File: src/rtl/serial_adder_controller.sv
// Bit-serial adder: one full adder reused LSB-first over WIDTH cycles with a carry flop.
// Optional subtract mode is enabled by defining SERIAL_ADDER_SUB_EN.

module full_adder_structural (
  input  logic a,
  input  logic b,
  input  logic cin,
  output logic sum,
  output logic cout
);
  logic p;
  logic g;
  logic t;

  assign p    = a ^ b;
  assign g    = a & b;
  assign t    = p & cin;
  assign sum  = p ^ cin;
  assign cout = g | t;
endmodule

module serial_adder_controller #(
  parameter int WIDTH = 8
) (
  input  logic             clk,
  input  logic             reset,
  input  logic             start_valid,
  output logic             start_ready,
  input  logic [WIDTH-1:0] op_a,
  input  logic [WIDTH-1:0] op_b,
  input  logic             carry_in,
`ifdef SERIAL_ADDER_SUB_EN
  input  logic             sub,
`endif
  output logic [WIDTH-1:0] result,
  output logic             carry_out,
  output logic             result_valid,
  input  logic             result_ready,
  output logic             busy
);
  localparam int CW = (WIDTH > 1) ? $clog2(WIDTH) : 1;

  typedef enum logic [1:0] {
    IDLE = 2'd0,
    RUN  = 2'd1,
    DONE = 2'd2
  } state_t;

  state_t           state_q, state_d;
  logic [WIDTH-1:0] a_sh_q, a_sh_d;
  logic [WIDTH-1:0] b_sh_q, b_sh_d;
  logic [WIDTH-1:0] res_sh_q, res_sh_d;
  logic             carry_q, carry_d;
  logic [CW-1:0]    bit_cnt_q, bit_cnt_d;
  logic             carry_out_q, carry_out_d;

  logic             accept;
  logic             last_bit;
  logic             fa_sum;
  logic             fa_cout;
  logic [WIDTH-1:0] b_load;
  logic             c_load;

  full_adder_structural u_fa (
    .a    (a_sh_q[0]),
    .b    (b_sh_q[0]),
    .cin  (carry_q),
    .sum  (fa_sum),
    .cout (fa_cout)
  );

  // Subtraction is A + ~B + 1, so only the B operand and initial carry differ.
`ifdef SERIAL_ADDER_SUB_EN
  assign b_load = sub ? ~op_b : op_b;
  assign c_load = sub ? 1'b1 : carry_in;
`else
  assign b_load = op_b;
  assign c_load = carry_in;
`endif

  assign last_bit = (bit_cnt_q == CW'(WIDTH - 1));

  always_ff @(posedge clk) begin
    if (reset) begin
      state_q <= IDLE;
    end else begin
      state_q <= state_d;
    end
  end

  always_comb begin
    state_d = state_q;
    case (state_q)
      IDLE: begin
        if (accept) state_d = RUN;
        else        state_d = IDLE;
      end
      RUN: begin
        if (last_bit) state_d = DONE;
        else          state_d = RUN;
      end
      DONE: begin
        if (result_ready) state_d = IDLE;
        else              state_d = DONE;
      end
      default: state_d = IDLE;
    endcase
  end

  always_comb begin
    start_ready  = (state_q == IDLE) && !reset;
    busy         = (state_q != IDLE);
    result_valid = (state_q == DONE);
    accept       = start_valid && start_ready;
  end

  always_comb begin
    a_sh_d      = a_sh_q;
    b_sh_d      = b_sh_q;
    res_sh_d    = res_sh_q;
    carry_d     = carry_q;
    bit_cnt_d   = bit_cnt_q;
    carry_out_d = carry_out_q;
    if ((state_q == IDLE) && accept) begin
      a_sh_d    = op_a;
      b_sh_d    = b_load;
      carry_d   = c_load;
      bit_cnt_d = {CW{1'b0}};
    end else if (state_q == RUN) begin
      a_sh_d    = {1'b0, a_sh_q[WIDTH-1:1]};
      b_sh_d    = {1'b0, b_sh_q[WIDTH-1:1]};
      res_sh_d  = {fa_sum, res_sh_q[WIDTH-1:1]};
      carry_d   = fa_cout;
      bit_cnt_d = bit_cnt_q + CW'(1);
      if (last_bit) carry_out_d = fa_cout;
      else          carry_out_d = carry_out_q;
    end else begin
      carry_out_d = carry_out_q;
    end
  end

  always_ff @(posedge clk) begin
    if (reset) begin
      a_sh_q      <= {WIDTH{1'b0}};
      b_sh_q      <= {WIDTH{1'b0}};
      res_sh_q    <= {WIDTH{1'b0}};
      carry_q     <= 1'b0;
      bit_cnt_q   <= {CW{1'b0}};
      carry_out_q <= 1'b0;
    end else begin
      a_sh_q      <= a_sh_d;
      b_sh_q      <= b_sh_d;
      res_sh_q    <= res_sh_d;
      carry_q     <= carry_d;
      bit_cnt_q   <= bit_cnt_d;
      carry_out_q <= carry_out_d;
    end
  end

  // res_sh only moves in RUN, so it holds the last completed sum in DONE and IDLE.
  assign result    = res_sh_q;
  assign carry_out = carry_out_q;
endmodule

File: config.mk
export PLATFORM = sky130hd
export DESIGN_NAME = serial_adder_controller
export DESIGN_NICKNAME = d
export VERILOG_FILES = /design/src/rtl/serial_adder_controller.sv
export SDC_FILE = /design/constraint.sdc
export NUM_CORES = 1
export LEC_CHECK = 0
export ABC_AREA = 1
export CAP_MARGIN = 30
export CELL_PAD_IN_SITES_DETAIL_PLACEMENT = 1
export CELL_PAD_IN_SITES_GLOBAL_PLACEMENT = 1
export CORE_MARGIN = 2
export CORE_UTILIZATION = 35
export DETAILED_ROUTE_END_ITERATION = 10
export PLACE_DENSITY = 0.78
export SYNTH_ARGS = -nofsm -noshare
export SYNTH_HDL_FRONTEND = slang
export SYNTH_SLANG_ARGS = --single-unit
File: constraint.sdc
create_clock -name clk -period 2.27 [get_ports clk]
set_clock_uncertainty 0.2 [all_clocks]
set_input_delay 0.681 -clock clk [delete_from_list [all_inputs] [get_ports clk]]
set_output_delay 0.681 -clock clk [all_outputs]
set_load 0.01 [all_outputs]
; Word level (Yosys, flattened, before mapping)
; Index checks and enable logic that the tools add are counted.
[classes]
n_mux = 10
n_bitwise = 6
n_eq_ne = 3
shifts = 0
add_sub_neg = 1
multipliers = 0
div_mod_pow = 0
n_reduce_logical = 10
order_cmp = 0
[op_table]
columns = operator, count
row1 = $mux 8, 4
row2 = $pmux 2 s3, 1
row3 = $mux 2, 2
row4 = $reduce_bool 2->1, 2
row5 = $add 3x1->3 const B, 1
row6 = $eq 3x3->1 const B, 1
row7 = $logic_and 1x1->1, 3
row8 = $mux 1, 3
row9 = $reduce_and 3->1, 1
row10 = $and 1x1->1, 2
row11 = $eq 2x1->1 const B, 1
row12 = $eq 2x2->1 const B, 1
row13 = $logic_not 2->1, 1
row14 = $reduce_and 2->1, 1
row15 = $reduce_or 2->1, 1
row16 = $xor 1x1->1, 2
row17 = $logic_not 1->1, 1
row18 = $not 1->1, 1
row19 = $or 1x1->1, 1
[totals]
ramBits = 0
in_bits = 21
reg_bits = 31
n_memories = 0
latch_bits = 0
mem_bits_ro = 0
elab_cells = 37
output_inout_bits = 12

; Depth between registers and ports, before layout
; Gate-level depths: netlist of the first run.
[depth]
word_depth = 6
ltp_mapped = 8
mapped_depth_nobuf = 7

; By module
; Synthesis of the first run repeated with hierarchy kept, for this count alone.
[unflattened]
cells_unflattened = 217
hier_area_um2 = 1525.2
[modules_own_cells]
columns = module, cells_each, seq_area_each_um2, area_per_inst_um2, n_inst
row1 = serial_adder_controller, 216, 620.6, 1505.2, 1
row2 = full_adder_structural, 1, 0.0, 20.0, 1

; Worst setup path after synthesis of the first run
; No wires, ideal clock.
[synth_path]
path_kind = input port to output port
from = input port reset
to = output port start_ready
arrival_ns = 1.352
path_stages = 3
slack_ns = 0.037
path_buffers = 2
t_required_ns = 1.389
path_cell_list = clkbuf_1 buf_1 nor2_1
[synth_via]
elab_chain_len = 2
[synth_lines]
columns = item, line
row1 = from (decl), 26  ; input logic reset,
row2 = $logic_not 1->1, 111  ; start_ready = (state_q == IDLE) && !reset;
row3 = $logic_and 1x1->1, 111
row4 = to (decl), 28  ; output logic start_ready,
; No other way between the ends.

; Final worst setup path of the first run
; Ends and elaborated chain as after synthesis.

==> flow_summary.ini, run 1 <==
[timing]
max_slew.worst_pin.slew_ns = 0.512
finalCriticalPeriod_ns = 2.23
slew_headroom = 0.658
grt_setup_unrepaired = no
setup_viol = 0
finalCritPeriodShare = 0.981
clock.fmax_mhz = 449
whs_ns = 0.284
setup_ws_ns = 0.0422
timing.final.hold_violations = 0
slew_viol_final = 0

[clock_network]
htree_levels = 2
cts_tree = done
hold_buffers = 0
cts_max_path_buffers = 2
cts_setup_buffers = 0
path_clk_slew_ns = 0.06
root_buffer = clkbuf_8
cts_buffers = 5
worst_skew_pair.late_latency_ns = 0.28
cts_sinks = 31

[logic_synthesis]
synth_area_um2 = 1530
synthCells = 217
yosysTopAreaCellShare = 0.407
ys_types = 23
syn_area_per_cell_um2 = 7.03
yosys_warnings = 0
synth-seq-cells = 31
synth_top_cells_by_area = dfxtp_1 (41%), nand2_1 (13%), nand4_1 (7.0%)
yosysTopAreaCell = dfxtp_1
syn_nets = 241
seq_area_frac_synth = 0.407

[floorplan]
initial_utilization = 0.358
rows = 24
dieArea_um2 = 4900
fp.dieW_um = 70.0
die_height_um = 70.0
core_um2 = 4260
ios = 33

[routing]
vias_per_cell = 4.98
wl_um = 3770
drt_iter0_drc = 55
num_vias = 1509
wl_per_cell_um = 12.4
antenna_left = 0
drc = 0
drt_pass1_iterations = 4

[grt]
grt_pass1_wl_um = 6610
overflow = 0
grt_max_degree = 30
grt_pass1_vias = 1492
antenna_found_initial = 0
grt_usage = 0.168

[layout]
nets = 274
drive_above_1_share = 0.104
area_growth_pct = 32.0
final_common_cell = nand2_1
final_cell_mix = nand2_1 (53), dfxtp_1 (29), clkdlybuf4s50_1 (29)
antenna_cells = 0

[pwr]
p_per_area_nw_per_um2 = 622
clkPwrFrac = 0.334
seq_power_share = 0.481
p_int_mw = 0.904
switching_share = 0.277
peakVddDrop_mv = 0.301
pwr-share-comb = 0.185
p_leak_nw = 0.950
p_switching_mw = 0.347

[worst_setup_path]
crit_family = buffers and inverters
critPathKind = primary input to output port
r2r_slack_ns = 0.67
critical_path_depth = 3
start_kind = primary input
setup.worst_path.end_class = output port
crit_buf_inv = 2
crit_fanout = 2
critPathLaunch = reset
arrival_ns = 1.35
worstRegToRegCells = 7
timing.rr.end = a_sh_q[6]
crit_path_end = start_ready
crit_slowest_cell = clkdlybuf4s50_1
cpPeakStageDelay_ns = 0.49
cp.required_ns = 1.39
r2r_start = state_q[0]
worstPathCellList = clkdlybuf4s50_1, nor2_1, buf_2

[placement]
routabilityCongestion = 0.766
place_ws_ns = -0.373
post-dp-hpwl_um = 2630
io_buffer_count = 32

[outcome]
status = complete, no violations

[job]
cap_viol_max_count = 0

[worst_hold_path]
hp-class = register to register
[metal layers]
layer,GRT usage,share of wire
met1,0.206,0.47
met2,0.290,0.49
met3,0.0346,0.029
met4,0.0641,0.017
met5,0,0
[through the flow]
| stage | setup TNS, ns | cells | util | cell area, um2 | total power, mW |
|---|---|---|---|---|---|
| 4_1_cts | 0 | 303 | 0.470 | 2010 | 1.27 |
| 3_5_place_dp | -1.78 | 295 | 0.451 | 1920 | 0.851 |
| 2_1_floorplan | 0 | 217 | - | 1530 | 0.745 |
| 5_1_grt | 0 | 303 | 0.472 | 2010 | 1.32 |
| 3_3_place_gp | -1.46 | 295 | 0.451 | 1920 | 0.844 |
| 6_report | 0 | 303 | 0.472 | 2010 | 1.25 |
[synth_stat cells]
cell type	number
a21oi_1	18
buf_1	3
buf_2	7
buf_4	1
buf_6	2
clkbuf_1	3
dfxtp_1	31
fa_1	1
ha_1	2
inv_1	21
inv_2	2
nand2_1	53
nand3_1	19
nand3_4	1
nand4_1	17
nor2_1	21
nor2_4	2
nor3_1	1
nor3_2	1
o21a_1	1
o21ai_0	8
o21ai_1	1
xnor2_1	1
[area by class of cell]
| type | count | area [um2] |
|---|---|---|
| Clock buffer | 6 | 72.6 |
| Multi-Input combinational cell | 147 | 731 |
| Timing Repair Buffer | 42 | 420 |
| Tap cell | 52 | 65.1 |
| Clock inverter | 2 | 12.5 |
| Fill cell | 543 | 2250 |
| Inverter | 23 | 86.3 |
| Sequential cell | 31 | 626 |
[flip-flops by register name, summed over array words and instances (netlist names)]
| register | cells |
|---|---|
| a_sh_q | 8 |
| b_sh_q | 8 |
| bit_cnt_q | 3 |
| carry_out | 1 |
| carry_q | 1 |
| result | 8 |
| state_q | 2 |
[cell families (layout without fill, tap and decap cells)]
group / Yosys count / count (layout) / share of synthesized area
compound gates: 28 / 28 / 0.0935
xor+xnor: 1 / 1 / 0.00574
fa+ha+maj: 3 / 3 / 0.0295
buf+inv: 39 / 73 / 0.114
flops: 31 / 31 / 0.407
simple gates: 115 / 115 / 0.350
[tightest hold or removal path, cell delays in order, from the launching register on]
cell	delay, ns
dfxtp_1	0.31
nand3_1	0.07
a21oi_1	0.06
[power by group through the flow]
stage | combinational, mW | sequential [mW] | clock (mW)
2_1_floorplan | 0.129 | 0.616 | 0
3_3_place_gp | 0.230 | 0.614 | 0
3_5_place_dp | 0.236 | 0.616 | 0
4_1_cts | 0.235 | 0.604 | 0.430
5_1_grt | 0.260 | 0.608 | 0.455
6_report | 0.231 | 0.602 | 0.418
[timing repair]
action / in CTS / in global routing
hold endpoints to repair: 0 / 0
setup endpoints to repair: 3 / 3
gates resized for setup: 6 / 3
pin swaps: 0 / 1
cloned: 0 / 0
[worst min-delay path by stage]
stage | from | endpoint | slack [ns] | cells past startpoint
CTS | b_sh_q[1] | b_sh_q[1] | 0.29 | 2
detailed placement | b_sh_q[1] | b_sh_q[1] | 0.28 | 2
finish | b_sh_q[2] | b_sh_q[2] | 0.28 | 2
floorplan | a_sh_q[7] | a_sh_q[7] | 0.26 | 2
global placement | a_sh_q[3] | a_sh_q[3] | 0.27 | 2
global route | b_sh_q[2] | b_sh_q[2] | 0.31 | 2
No activity file was read; power rests on OpenSTA's default activity.
==> run 2: changes to the inputs <==
- CORE_UTILIZATION: 35 -> 43
- DONT_BUFFER_PORTS: default -> 1
- PLACE_DENSITY: 0.78 -> 0.76
==> run 2 against run 1 <==
Via count decreased by 9.2%. Global-route usage is 4.1 points higher. Cell area is 22% lower. Critical path depth unchanged. Routed wire length shrank 0.40%. Power down 15%. Largest cell class unchanged.
==> flow_summary.ini, run 2 (synthesized netlist as in run 1, its figures left out) <==
[floorplan]
initial_utilization = 0.453
core_um2 = 3360
rows = 21
dieArea_um2 = 4040
die_height_um = 63.6
ios = 33
fp.dieW_um = 63.6

[job]
cap_viol_max_count = 0

[clock_network]
path_clk_slew_ns = 0.10
cts_sinks = 31
cts_resized = 0
cts_max_path_buffers = 2
cts_tree = done
htree_levels = 2
cts_buffers = 5
hold_buffers = 0
cts_setup_buffers = 0
root_buffer = clkbuf_4
worst_skew_pair.late_latency_ns = 0.34

[layout]
drive_above_1_share = 0.0751
fillCellCount = 469
nets = 236
final_cell_mix = nand2_1 (53), dfxtp_1 (31), inv_1 (21), nor2_1 (21), nand3_1 (19)
area_growth_pct = 3.28
final_common_cell = nand2_1
antenna_cells = 0

[pwr]
p_per_area_nw_per_um2 = 677
p_leak_nw = 0.743
peakVddDrop_mv = 0.459

[timing]
finalCriticalPeriod_ns = 2.07
slew_headroom = 0.665
timing.final.hold_violations = 0
fin_tns_setup_ns = 0
finalCritPeriodShare = 0.911
setup_viol = 0
max_slew.worst_pin.slew_ns = 0.501
grt_setup_unrepaired = no
clock.fmax_mhz = 483
whs_ns = 0.194
slew_viol_final = 0

[routing]
wl_um = 3750
drt_pass1_iterations = 4
vias_per_cell = 5.29
wl_per_cell_um = 14.5
num_vias = 1370
antenna_left = 0
drt_iter0_drc = 61
drc = 0

[outcome]
status = complete, no violations

[worst_setup_path]
crit_fanout = 4
start_kind = register
critPathKind = register to output port
cp.required_ns = 1.39
setup.worst_path.end_class = output port
arrival_ns = 1.19

[grt]
antenna_found_initial = 0
grt_pass1_vias = 1402
grt_max_degree = 37
overflow = 0
grt_usage = 0.210
grt_pass1_wl_um = 6500

[placement]
post-dp-hpwl_um = 2590
routabilityCongestion = 0.711
io_buffer_count = 0

[worst_hold_path]
hp-class = primary input to register
run 2: layout make-up:
type                       count  area, um2  share of cell area
multi-input combinational    147        731               0.464
sequential                    31        621               0.394
inverter                      23       86.3              0.0548
tap                           46       57.6              0.0365
clock buffer                   7       45.0              0.0286
timing repair buffer           4       30.0              0.0191
clock inverter                 1       5.00             0.00318
run 2: per-stage QoR:
step	utilization	cell area [um2]	power, mW	setup WS (ns)	std cells
detailed placement	0.453	1530	0.768	0.473	251
global placement	0.453	1530	0.756	0.515	251
CTS	0.468	1580	1.08	0.171	259
floorplan	-	1530	0.745	0.0368	217
finish	0.468	1580	1.07	0.202	259
global route	0.468	1580	1.13	0.123	259
run 2: metal layers:
layer / vias to the layer above / routed length (um) / part of all wire / global-route usage
met2: 29 / 1770 / 0.47 / 0.349
met5: - / 0 / 0 / 0
met4: 0 / 74 / 0.020 / 0.0897
met1: 645 / 1760 / 0.47 / 0.252
li1: 691 / - / - / -
met3: 5 / 149 / 0.040 / 0.0589
run 2: path summary, 6_finish.rpt:
| check | from | to | slack [ns] | cells after the start |
|---|---|---|---|---|
| worst max-delay path | state_q[0] | start_ready | 0.20 | 3 |
| worst min-delay path | reset | carry_q | 0.19 | 1 |
| worst max register to register | state_q[0] | b_sh_q[5] | 0.43 | 6 |
| worst min register to register | b_sh_q[4] | b_sh_q[4] | 0.29 | 2 |
run 2: critical path, stage by stage (launching register included):
cell     delay (ns)
dfxtp_1        0.39
nor2_4         0.17
inv_1          0.10
nor2_1         0.19
run 2: power by group:
part	internal (mW)	leakage (nW)	switching, mW	total (mW)
combinational	0.0489	0.459	0.0941	0.143
clock	0.121	0.0293	0.193	0.313
sequential	0.580	0.254	0.0299	0.610
total	0.749	0.743	0.317	1.07
==> run 3: changes to the inputs <==
- CORE_ASPECT_RATIO: default -> 0.9
==> run 3 against run 2 <==
First-iteration DRC count fell by 44%. Register-to-register slack better by 0.03 ns. Via count did not move. Combinational power hardly changed. Sequential power is essentially flat. Routed wire length decreased by 2.2%. Hold slack better by 0.061 ns. Global-route usage down 1.0 points. Worst setup slack gained 0.078 ns. Critical endpoint unchanged.
==> flow_summary.ini, run 3 (synthesized netlist as in run 1, its figures left out) <==
[outcome]
status = complete, no violations

[routing]
drt_pass1_iterations = 4
antenna_left = 0
wl_um = 3670
num_vias = 1370
vias_per_cell = 5.33
wl_per_cell_um = 14.3
drt_iter0_drc = 34
drc = 0

[clock_network]
cts_max_path_buffers = 2
hold_buffers = 0
cts_resized = 0
root_buffer = clkbuf_8
cts_sinks = 31
cts_buffers = 5
htree_levels = 2
cts_tree = done
worst_skew_pair.late_latency_ns = 0.28
path_clk_slew_ns = 0.07
cts_setup_buffers = 0

[placement]
post-dp-hpwl_um = 2400
routabilityCongestion = 0.748
io_buffer_count = 0

[pwr]
p_per_area_nw_per_um2 = 731
switching_share = 0.283
p_int_mw = 0.843
p_leak_nw = 0.754
pwr-share-comb = 0.121
peakVddDrop_mv = 0.393
p_switching_mw = 0.333
seq_power_share = 0.519
clkPwrFrac = 0.361

[worst_setup_path]
crit_fanout = 4
setup.worst_path.end_class = output port
r2r_start = state_q[0]
timing.rr.end = a_sh_q[6]
start_kind = register
critPathKind = register to output port
worstPathCellList = nor2_4, inv_1, nor2_1
arrival_ns = 1.11
r2r_slack_ns = 0.46
crit_slowest_cell = dfxtp_1
cp.required_ns = 1.39
worstRegToRegCells = 6
cpPeakStageDelay_ns = 0.37

[floorplan]
rows = 20
initial_utilization = 0.451
core_um2 = 3380
fp.dieW_um = 66.8
ios = 33
dieArea_um2 = 4040
die_height_um = 60.5

[timing]
whs_ns = 0.255
slew_headroom = 0.657
finalCritPeriodShare = 0.877
fin_tns_setup_ns = 0
slew_viol_final = 0
timing.final.hold_violations = 0
grt_setup_unrepaired = no
setup_viol = 0
clock.fmax_mhz = 502
max_slew.worst_pin.slew_ns = 0.513
finalCriticalPeriod_ns = 1.99

[job]
cap_viol_max_count = 0

[layout]
fillCellCount = 455
final_common_cell = nand2_1
drive_above_1_share = 0.0798
nets = 236
area_growth_pct = 5.41
final_cell_mix = nand2_1 (53), dfxtp_1 (31), inv_1 (21), nor2_1 (21), nand3_1 (19)
multi_input_area_um2 = 731
antenna_cells = 0
seq_area_um2 = 621

[grt]
overflow = 0
grt_pass1_vias = 1328
grt_pass1_wl_um = 6000
grt_usage = 0.200
antenna_found_initial = 0
grt_max_degree = 37

[worst_hold_path]
hp-class = primary input to register
whs_path_depth = 1
hold_start = reset
hold_path_end = a_sh_q[2]
-- run 3: cell types whose count changed in the layout (fill, tap and decap cells not counted), sizes merged --
cell / before / now
clkinvlp: 0 / 1
clkbuf: 7 / 6
-- run 3: per-layer routing --
layer,share of wire,global-route usage,up-vias
met4,0.011,0.0525,0
met3,0.036,0.0631,5
met1,0.48,0.241,643
met2,0.47,0.349,28
li1,-,-,694
met5,0,0,-
-- run 3: worst max path at each step --
stage / from / to / cells after the start
after floorplan: reset / start_ready / 3
after global placement: reset / start_ready / 1
after detailed placement: reset / a_sh_q[6] / 5
after CTS: state_q[0] / start_ready / 3
after global routing: state_q[0] / start_ready / 3
final: state_q[0] / start_ready / 3
-- run 3: stage by stage --
stage	std cells	worst slack [ns]	power, mW	cell area, um2	utilization
2_1_floorplan	217	0.0368	0.745	1530	-
3_3_place_gp	249	0.520	0.756	1520	0.451
3_5_place_dp	249	0.473	0.765	1520	0.451
4_1_cts	257	0.273	1.19	1610	0.476
5_1_grt	257	0.199	1.24	1610	0.476
6_report	257	0.279	1.18	1610	0.476
-- run 3: cell type report --
class                           count  share of cell area
Clock buffer                        6              0.0451
Clock inverter                      2             0.00778
Sequential cell                    31               0.386
Inverter                           23              0.0537
Timing Repair Buffer                4              0.0187
Multi-Input combinational cell    147               0.454
Tap cell                           44              0.0342
-- run 3: worst max-delay path: cells and delay by family (launching register included) --
kind          cells  cell delay (ns)
buf+inv           1             0.10
simple gates      2             0.35
flops             1             0.37
-- run 3: power by group through the flow --
| stage | combinational, mW | sequential (mW) | clock [mW] |
|---|---|---|---|
| 5_1_grt | 0.165 | 0.614 | 0.460 |
| 2_1_floorplan | 0.129 | 0.616 | 0 |
| 4_1_cts | 0.144 | 0.610 | 0.436 |
| 6_report | 0.142 | 0.610 | 0.424 |
| 3_5_place_dp | 0.143 | 0.623 | 0 |
| 3_3_place_gp | 0.136 | 0.620 | 0 |
